$ cat src/rtl/smg_pkg.sv
// smg_pkg: segment encodings, BCD-to-segment lookup and conversion FSM states
// shared by the 7-segment scan controller.
package smg_pkg;

  // Active-high {dp,g,f,e,d,c,b,a}
  localparam logic [7:0] SEG_0     = 8'h3F;
  localparam logic [7:0] SEG_1     = 8'h06;
  localparam logic [7:0] SEG_2     = 8'h5B;
  localparam logic [7:0] SEG_3     = 8'h4F;
  localparam logic [7:0] SEG_4     = 8'h66;
  localparam logic [7:0] SEG_5     = 8'h6D;
  localparam logic [7:0] SEG_6     = 8'h7D;
  localparam logic [7:0] SEG_7     = 8'h07;
  localparam logic [7:0] SEG_8     = 8'h7F;
  localparam logic [7:0] SEG_9     = 8'h6F;
  localparam logic [7:0] SEG_DASH  = 8'h40;
  localparam logic [7:0] SEG_BLANK = 8'h00;

  typedef enum logic [1:0] {IDLE, CONV, CHECK} conv_state_e;

  function automatic logic [7:0] bcd_to_seg(input logic [3:0] d);
    case (d)
      4'd0:    return SEG_0;
      4'd1:    return SEG_1;
      4'd2:    return SEG_2;
      4'd3:    return SEG_3;
      4'd4:    return SEG_4;
      4'd5:    return SEG_5;
      4'd6:    return SEG_6;
      4'd7:    return SEG_7;
      4'd8:    return SEG_8;
      4'd9:    return SEG_9;
      default: return SEG_BLANK;
    endcase
  endfunction

  // ceil(bin_w * log10(2)) plus one spare digit
  function automatic int bcd_digits(input int bin_w);
    return (bin_w * 302 + 999) / 1000 + 1;
  endfunction

endpackage

$ cat src/rtl/smg_bin2bcd.sv
// smg_bin2bcd: sequential double-dabble converter, one add-3/shift step per
// clock; done pulses for one cycle after the last step.
module smg_bin2bcd
  import smg_pkg::*;
#(
  parameter int BIN_W = 20,
  parameter int N_BCD = bcd_digits(BIN_W)
) (
  input  logic               clk,
  input  logic               rst_n,
  input  logic               start,
  input  logic [BIN_W-1:0]   bin,
  output logic               busy,
  output logic               done,
  output logic [4*N_BCD-1:0] bcd
);
  localparam int CW    = $clog2(BIN_W + 1);
  localparam int BCD_W = 4 * N_BCD;

  logic [BIN_W-1:0] bin_q, bin_d;
  logic [BCD_W-1:0] bcd_q, bcd_d, adj;
  logic [CW-1:0]    cnt_q, cnt_d;
  logic             busy_q, busy_d, done_q, done_d;

  always_comb begin
    adj = bcd_q;
    for (int i = 0; i < N_BCD; i++) begin
      if (bcd_q[4*i +: 4] > 4'd4) adj[4*i +: 4] = bcd_q[4*i +: 4] + 4'd3;
    end
    bin_d  = bin_q;
    bcd_d  = bcd_q;
    cnt_d  = cnt_q;
    busy_d = busy_q;
    done_d = 1'b0;
    if (busy_q) begin
      // spare top digit never exceeds 7, so its MSB is safely dropped
      bcd_d = BCD_W'({adj, bin_q[BIN_W-1]});
      bin_d = bin_q << 1;
      cnt_d = cnt_q - 1'b1;
      if (cnt_q == CW'(1)) begin
        busy_d = 1'b0;
        done_d = 1'b1;
      end
    end else if (start) begin
      bin_d  = bin;
      bcd_d  = '0;
      cnt_d  = CW'(BIN_W);
      busy_d = 1'b1;
    end
  end

  always_ff @(posedge clk or negedge rst_n) begin
    if (!rst_n) begin
      bin_q  <= '0;
      bcd_q  <= '0;
      cnt_q  <= '0;
      busy_q <= 1'b0;
      done_q <= 1'b0;
    end else begin
      bin_q  <= bin_d;
      bcd_q  <= bcd_d;
      cnt_q  <= cnt_d;
      busy_q <= busy_d;
      done_q <= done_d;
    end
  end

  assign busy = busy_q;
  assign done = done_q;
  assign bcd  = bcd_q;

endmodule

$ cat src/rtl/smg_scan_ctrl.sv
// smg_scan_ctrl: multiplexed 7-segment driver with sequential BCD conversion.
// Define SMG_BLINK_EN to add the blink_mask port and a ~2 Hz per-digit blink.
//   state | meaning
//   IDLE  | val_ready high, waiting for a value
//   CONV  | double-dabble running in smg_bin2bcd
//   CHECK | overflow test, display register and ovf load on exit
module smg_scan_ctrl
  import smg_pkg::*;
#(
  parameter int N_DIGITS   = 6,
  parameter int BIN_W      = 20,
  parameter int CLK_HZ     = 50000000,
  parameter int SCAN_HZ    = 1000,
  parameter int BLANK_CYC  = 4,
  parameter int ACTIVE_LOW = 1
) (
  input  logic                CLK,
  input  logic                RSTn,
  input  logic                val_valid,
  input  logic [BIN_W-1:0]    val_bin,
  output logic                val_ready,
  input  logic                lz_en,
  input  logic [N_DIGITS-1:0] dp_mask,
`ifdef SMG_BLINK_EN
  input  logic [N_DIGITS-1:0] blink_mask,
`endif
  output logic                ovf,
  output logic [7:0]          SMG_Data,
  output logic [N_DIGITS-1:0] Scan_Sig
);
  localparam int   P     = CLK_HZ / (SCAN_HZ * N_DIGITS);
  localparam int   PW    = (P > 1) ? $clog2(P) : 1;
  localparam int   IDX_W = (N_DIGITS > 1) ? $clog2(N_DIGITS) : 1;
  localparam int   NBCD  = bcd_digits(BIN_W);
  localparam int   NX    = (NBCD > N_DIGITS) ? NBCD : N_DIGITS;
  localparam logic INV   = (ACTIVE_LOW != 0);

  if (P <= BLANK_CYC) begin : g_bad_period
    $error("smg_scan_ctrl: slot period %0d must exceed BLANK_CYC %0d", P, BLANK_CYC);
  end
  if (N_DIGITS < 1 || N_DIGITS > 8) begin : g_bad_digits
    $error("smg_scan_ctrl: N_DIGITS %0d outside 1..8", N_DIGITS);
  end

  conv_state_e           state_q, state_d;
  logic                  accept, conv_start, conv_busy, conv_done, load_disp;
  logic [4*NBCD-1:0]     conv_bcd;
  logic [4*NX-1:0]       bcd_ext;
  logic                  ovf_calc, ovf_q, ovf_d;
  logic [4*N_DIGITS-1:0] disp_q, disp_d;
  logic [PW-1:0]         presc_q, presc_d;
  logic [IDX_W-1:0]      idx_q, idx_d;
  logic                  slot_end, lit, nz_seen;
  logic [N_DIGITS-1:0]   lz_blank, scan_act, scan_q, scan_d;
  logic [7:0]            seg_nxt, pat_q, pat_d, seg_q, seg_d;

  smg_bin2bcd #(.BIN_W(BIN_W), .N_BCD(NBCD)) u_bin2bcd (
    .clk   (CLK),
    .rst_n (RSTn),
    .start (conv_start),
    .bin   (val_bin),
    .busy  (conv_busy),
    .done  (conv_done),
    .bcd   (conv_bcd)
  );

  always_ff @(posedge CLK or negedge RSTn) begin
    if (!RSTn) state_q <= IDLE;
    else       state_q <= state_d;
  end

  always_comb begin
    state_d = state_q;
    case (state_q)
      IDLE:    if (accept) state_d = CONV;
      CONV:    if (conv_done) state_d = CHECK;
      CHECK:   state_d = IDLE;
      default: state_d = IDLE;
    endcase
  end

  always_comb begin
    val_ready  = (state_q == IDLE);
    accept     = val_valid && val_ready;
    conv_start = accept && !conv_busy;
    load_disp  = (state_q == CHECK);
  end

  always_comb begin
    bcd_ext = '0;
    bcd_ext[4*NBCD-1:0] = conv_bcd;
    ovf_calc = 1'b0;
    for (int i = N_DIGITS; i < NX; i++) ovf_calc = ovf_calc | (bcd_ext[4*i +: 4] != 4'd0);
    disp_d = load_disp ? bcd_ext[4*N_DIGITS-1:0] : disp_q;
    ovf_d  = load_disp ? ovf_calc : ovf_q;
  end

  always_comb begin
    slot_end = (presc_q == PW'(P - 1));
    presc_d  = slot_end ? '0 : presc_q + 1'b1;
    idx_d    = idx_q;
    if (slot_end) idx_d = (idx_q == IDX_W'(N_DIGITS - 1)) ? '0 : idx_q + 1'b1;
  end

`ifdef SMG_BLINK_EN
  // Phase flips every SCAN_HZ/4 frames, i.e. a ~2 Hz on/off cycle
  localparam int BLINK_FR = (SCAN_HZ / 4 > 0) ? SCAN_HZ / 4 : 1;
  localparam int BCW      = $clog2(BLINK_FR + 1);
  logic [BCW-1:0] bcnt_q, bcnt_d;
  logic           blink_off_q, blink_off_d;

  always_comb begin
    bcnt_d      = bcnt_q;
    blink_off_d = blink_off_q;
    if (slot_end && idx_q == IDX_W'(N_DIGITS - 1)) begin
      if (bcnt_q == '0) begin
        bcnt_d      = BCW'(BLINK_FR - 1);
        blink_off_d = !blink_off_q;
      end else begin
        bcnt_d = bcnt_q - 1'b1;
      end
    end
  end

  always_ff @(posedge CLK or negedge RSTn) begin
    if (!RSTn) begin
      bcnt_q      <= BCW'(BLINK_FR - 1);
      blink_off_q <= 1'b0;
    end else begin
      bcnt_q      <= bcnt_d;
      blink_off_q <= blink_off_d;
    end
  end
`endif

  always_comb begin
    nz_seen  = 1'b0;
    lz_blank = '0;
    for (int i = N_DIGITS - 1; i >= 0; i--) begin
      nz_seen     = nz_seen | (disp_q[4*i +: 4] != 4'd0);
      lz_blank[i] = !nz_seen && (i != 0);
    end
    seg_nxt = bcd_to_seg(disp_q[4*idx_q +: 4]);
    if (ovf_q) seg_nxt = SEG_DASH;
    else if (lz_en && lz_blank[idx_q]) seg_nxt = SEG_BLANK;
    seg_nxt[7] = dp_mask[idx_q];
`ifdef SMG_BLINK_EN
    if (blink_off_q && blink_mask[idx_q]) seg_nxt = SEG_BLANK;
`endif
    // pattern frozen at slot start so a display update cannot tear a lit digit
    pat_d    = (presc_q == '0) ? seg_nxt : pat_q;
    lit      = (presc_q >= PW'(BLANK_CYC));
    scan_act = '0;
    scan_act[idx_q] = 1'b1;
    seg_d  = (lit ? pat_q : SEG_BLANK) ^ {8{INV}};
    scan_d = (lit ? scan_act : '0) ^ {N_DIGITS{INV}};
  end

  always_ff @(posedge CLK or negedge RSTn) begin
    if (!RSTn) begin
      disp_q  <= '0;
      ovf_q   <= 1'b0;
      presc_q <= '0;
      idx_q   <= '0;
      pat_q   <= SEG_BLANK;
      seg_q   <= {8{INV}};
      scan_q  <= {N_DIGITS{INV}};
    end else begin
      disp_q  <= disp_d;
      ovf_q   <= ovf_d;
      presc_q <= presc_d;
      idx_q   <= idx_d;
      pat_q   <= pat_d;
      seg_q   <= seg_d;
      scan_q  <= scan_d;
    end
  end

  assign ovf      = ovf_q;
  assign SMG_Data = seg_q;
  assign Scan_Sig = scan_q;

endmodule

$ cat config.mk
export PLATFORM = sky130hd
export DESIGN_NAME = smg_scan_ctrl
export DESIGN_NICKNAME = d
export VERILOG_FILES = /design/src/rtl/smg_pkg.sv /design/src/rtl/smg_bin2bcd.sv /design/src/rtl/smg_scan_ctrl.sv
export SDC_FILE = /design/constraint.sdc
export NUM_CORES = 1
export LEC_CHECK = 0
export ABC_CLOCK_PERIOD_IN_PS = 2050
export BUFFER_PORTS_ARGS = -buffer_cell sky130_fd_sc_hd__buf_2
export CAP_MARGIN = 25
export CORE_ASPECT_RATIO = 0.75
export CORE_MARGIN = 4
export CORE_UTILIZATION = 55
export CTS_CLUSTER_DIAMETER = 100
export CTS_CLUSTER_SIZE = 8
export DETAILED_ROUTE_END_ITERATION = 16
export PLACE_DENSITY_LB_ADDON = 0.3
export SLEW_MARGIN = 40
export SYNTH_ARGS = -nofsm -noshare
export SYNTH_HDL_FRONTEND = slang
export SYNTH_HIERARCHICAL = 1
export SYNTH_SLANG_ARGS = --single-unit
$ cat constraint.sdc
create_clock -name CLK -period 2.05 [get_ports CLK]
set_input_delay 0.3075 -clock CLK [delete_from_list [all_inputs] [get_ports CLK]]
set_output_delay 0.3075 -clock CLK [all_outputs]
set_load 0.02 [all_outputs]
==> metrics.yaml <==
status:
  status: "finished with violations"
  failed_checks: "setup timing"
synthesis:
  share_of_flip_flops_with_an_asynchronous_set_or_reset_pct: 100
  synth_seq_area_share_pct: 49.6
  most_common_cell_in_the_synthesized_netlist: "sky130_fd_sc_hd__dfrtp_1"
  syn_inst: 598
  yosysUniqueCellTypes: 58
  syn_nets: 645
  synth_top_flop_cell: "sky130_fd_sc_hd__dfrtp_1"
  synth-edff-count: 0
  avg_cell_area_syn_um2: 10.6
  ys_warn_count: 6
  synthTopCellsByCount: "111 x sky130_fd_sc_hd__dfrtp_1, 49 x sky130_fd_sc_hd__nand2_1, 42 x sky130_fd_sc_hd__o21ai_0"
  synth_top_area_share_pct: 43.8
  library_cell_occupying_the_most_area_in_the_post_synthesis_netlist: "sky130_fd_sc_hd__dfrtp_1"
  ff_latch_count_synth: 125
  synth_top_cells_by_area: "sky130_fd_sc_hd__dfrtp_1 44%, sky130_fd_sc_hd__dfstp_2 5.8%, sky130_fd_sc_hd__mux2i_1 5.7%, sky130_fd_sc_hd__mux2_2 5.0%, sky130_fd_sc_hd__ha_1 3.4%"
  syn_area_um2: 6340
sta:
  actual_slew_at_the_worst_max_slew_pin_ns: 0.549
  post-route-period-util_pct: 101
  report.final.slew_viol_count: 0
  slew_headroom_pct: 63.3
  clock_skews_ns: 0.00754
  final_critical_path_setup_slack_ns: -0.0197
  rsz0062_at_grt: "true"
  layout_min_cycle_time_ns: 2.07
  hold_violations: 0
  finalSetupViolCount: 2
  maxClockFrequency_mhz: 483
routing:
  route.antenna.remaining_nets: 0
  route.final.wire_length_mm: 13.6
  drt_first_iter_violations: 380
  drt-pass1-iter-count: 5
  route.vias.total: 4760
  routedWlPerCell_um: 16.7
  avgViaCountPerCell: 5.83
  detail_route.drc_violations: 0
pwr:
  design_power_total_uw: 9320
  leakagePower_uw: 0.00344
  pwr_density_cell_nw_per_um2: 1220
  worst_vdd_ir_mv: 0.779
place:
  detailed_place.area_um2: 6840
  place_congestion: 0.838
  placement.io_buffers: 45
  place_hpwl_mm: 8.61
cts:
  clkSlewWorstSetupHoldPaths_ns: 0.06
  cts_root_buf: "sky130_fd_sc_hd__clkbuf_16"
  cts-buffers-inserted: 17
  tritoncts_clock_tree: "done"
  clock_path_buffers: 2
  clock_tree.htree_level_count: 4
  worst_skew_pair.late_latency_ns: 0.41
  cts.sink_count: 125
min_path:
  min-delay-path-class: "primary input to register"
floorplan:
  core_area_um2: 11100
  ios: 46
  die_area_um2: 13300
  core.rowCount: 33
  starting_utilization_of_the_core_area_pct: 57.1
  die_x_um: 132
  die_height_um: 101
setup_path:
  cp_data_arrival_time_ns: 2.40
  criticalPathCategory: "register to register"
  required_time_reported_for_the_critical_path_endpoint_ns: 2.38
  critical_path_peak_fanout: 4
  critPathLaunchType: "register"
  end_kind: "register"
final_layout:
  layout-drive-gt1-share_pct: 28.2
  fill_cells: 814
  fin_area_um2: 7670
  layout_overhead_on_the_synthesized_area_pct: 20.9
  antennaDiodeCount: 0
  fin_nets: 711
grt:
  grt_pass1_vias: 4754
  globalRouteTotalUtil_pct: 21.1
  grt_pass1_wl_mm: 22.9
  grt_remaining_overflow: 0
  grt_antenna_before_repair: 0
  grt_start_max_net_pins: 121
flow_run:
  max_cap_violations: 0
==> flip-flops by register name (all words and copies together), names as in the netlist, 2 cells and up <==
name             count
u_bin2bcd/bcd       32
disp_q              24
u_bin2bcd/bin_q     20
presc_q             14
SMG_Data             8
pat_q                8
Scan_Sig             6
u_bin2bcd/cnt_q      5
idx_q                3
state_q              2
==> report_power, final <==
group	switching [uW]	leakage, uW	internal (uW)
Clock	1070	0.000296	2010
Sequential	579	0.00158	3020
Combinational	1390	0.00156	1250
Total	3040	0.00344	6280
==> kinds of logic (layout without fill, tap and decap cells) <==
kind of cell / count (synthesis) / after routing / share of synthesized area (%)
adder cells (fa/ha/maj): 17 / 17 / 3.35
flip-flops: 125 / 125 / 49.6
multiplexers: 65 / 65 / 11.0
buffers and inverters: 61 / 140 / 4.38
AND/OR/NAND/NOR: 195 / 195 / 16.8
AO/OA/AOI/OAI: 119 / 119 / 12.6
XOR/XNOR: 16 / 16 / 2.21
==> per-layer routing <==
metal	vias to the layer above	GRT usage (%)	share of wire, %
met3	10	5.74	2.8
met5	-	0	0
met4	0	5.08	0.87
met1	2388	28.3	46
met2	68	34.6	51
li1	2294	-	-
==> worst max-delay path, stage by stage (launching register included) <==
cell and delay (ns):
sky130_fd_sc_hd__dfrtp_2 0.44, sky130_fd_sc_hd__buf_6 0.14, sky130_fd_sc_hd__mux2_4 0.29, sky130_fd_sc_hd__a22oi_2 0.15, sky130_fd_sc_hd__and2_4 0.21, sky130_fd_sc_hd__inv_2 0.06
sky130_fd_sc_hd__ha_1 0.23, sky130_fd_sc_hd__o31a_1 0.32, sky130_fd_sc_hd__a21oi_1 0.14
==> area by class of cell <==
type | instances | area, um^2 | share of cell area, %
clock buffers | 22 | 474 | 6.18
multi-input cells | 412 | 3050 | 39.8
repair buffers | 78 | 561 | 7.31
clock inverters | 10 | 138 | 1.80
inverters | 30 | 115 | 1.50
flip-flops and latches | 125 | 3150 | 41.1
well taps | 140 | 175 | 2.28
==> final timing paths <==
check	startpoint	endpoint	slack, ns	depth (start not counted)
max in group asynchronous	RSTn	SMG_Data[6]	1.22	3
max reg2reg	idx_q[0]	pat_q[6]	-0.02	8
min in group asynchronous	RSTn	u_bin2bcd/cnt_q[3]	0.24	2
min reg2reg	pat_q[7]	SMG_Data[7]	0.39	1
max	idx_q[0]	pat_q[6]	-0.02	8
min	val_valid	state_q[0]	0.17	3
==> layout by cell type (no fill, tap or decap), types with 12 or more instances in the layout <==
master,n
sky130_fd_sc_hd__dfrtp_1,109
sky130_fd_sc_hd__nand2_1,49
sky130_fd_sc_hd__buf_2,44
sky130_fd_sc_hd__o21ai_0,40
sky130_fd_sc_hd__mux2i_1,36
sky130_fd_sc_hd__inv_1,27
sky130_fd_sc_hd__mux2_2,27
sky130_fd_sc_hd__buf_4,25
sky130_fd_sc_hd__nor2_1,19
sky130_fd_sc_hd__nand3_1,18
sky130_fd_sc_hd__nor2b_1,17
sky130_fd_sc_hd__or3_1,17
sky130_fd_sc_hd__clkbuf_16,17
sky130_fd_sc_hd__dfstp_2,14
sky130_fd_sc_hd__ha_1,14
sky130_fd_sc_hd__nor3b_1,13
sky130_fd_sc_hd__a21oi_1,12
sky130_fd_sc_hd__nor3_1,12
==> metrics by stage <==
stage / setup TNS, ns / hold slack (ns) / utilization [%] / setup WS [ns] / cells
6_report: -0.0243 / 0.171 / 69.0 / -0.0197 / 817
5_1_grt: -0.314 / 0.199 / 69.0 / -0.0785 / 817
4_1_cts: -0.00468 / 0.160 / 68.0 / -0.00468 / 814
3_5_place_dp: -0.107 / 0.116 / 61.6 / -0.0439 / 777
3_3_place_gp: -0.0154 / 0.115 / 61.6 / -0.0154 / 777
2_1_floorplan: -0.0512 / 0.0119 / - / -0.0512 / 598
==> repair_timing <==
item / in CTS / in global routing
pin swaps: 4 / 13
gates resized for setup: 13 / 20
hold buffers: 1 / 0
setup endpoints to repair: 6 / 7
buffers inserted: 4 / 3
hold endpoints to repair: 111 / 0
(Power assumes the default switching activity.)
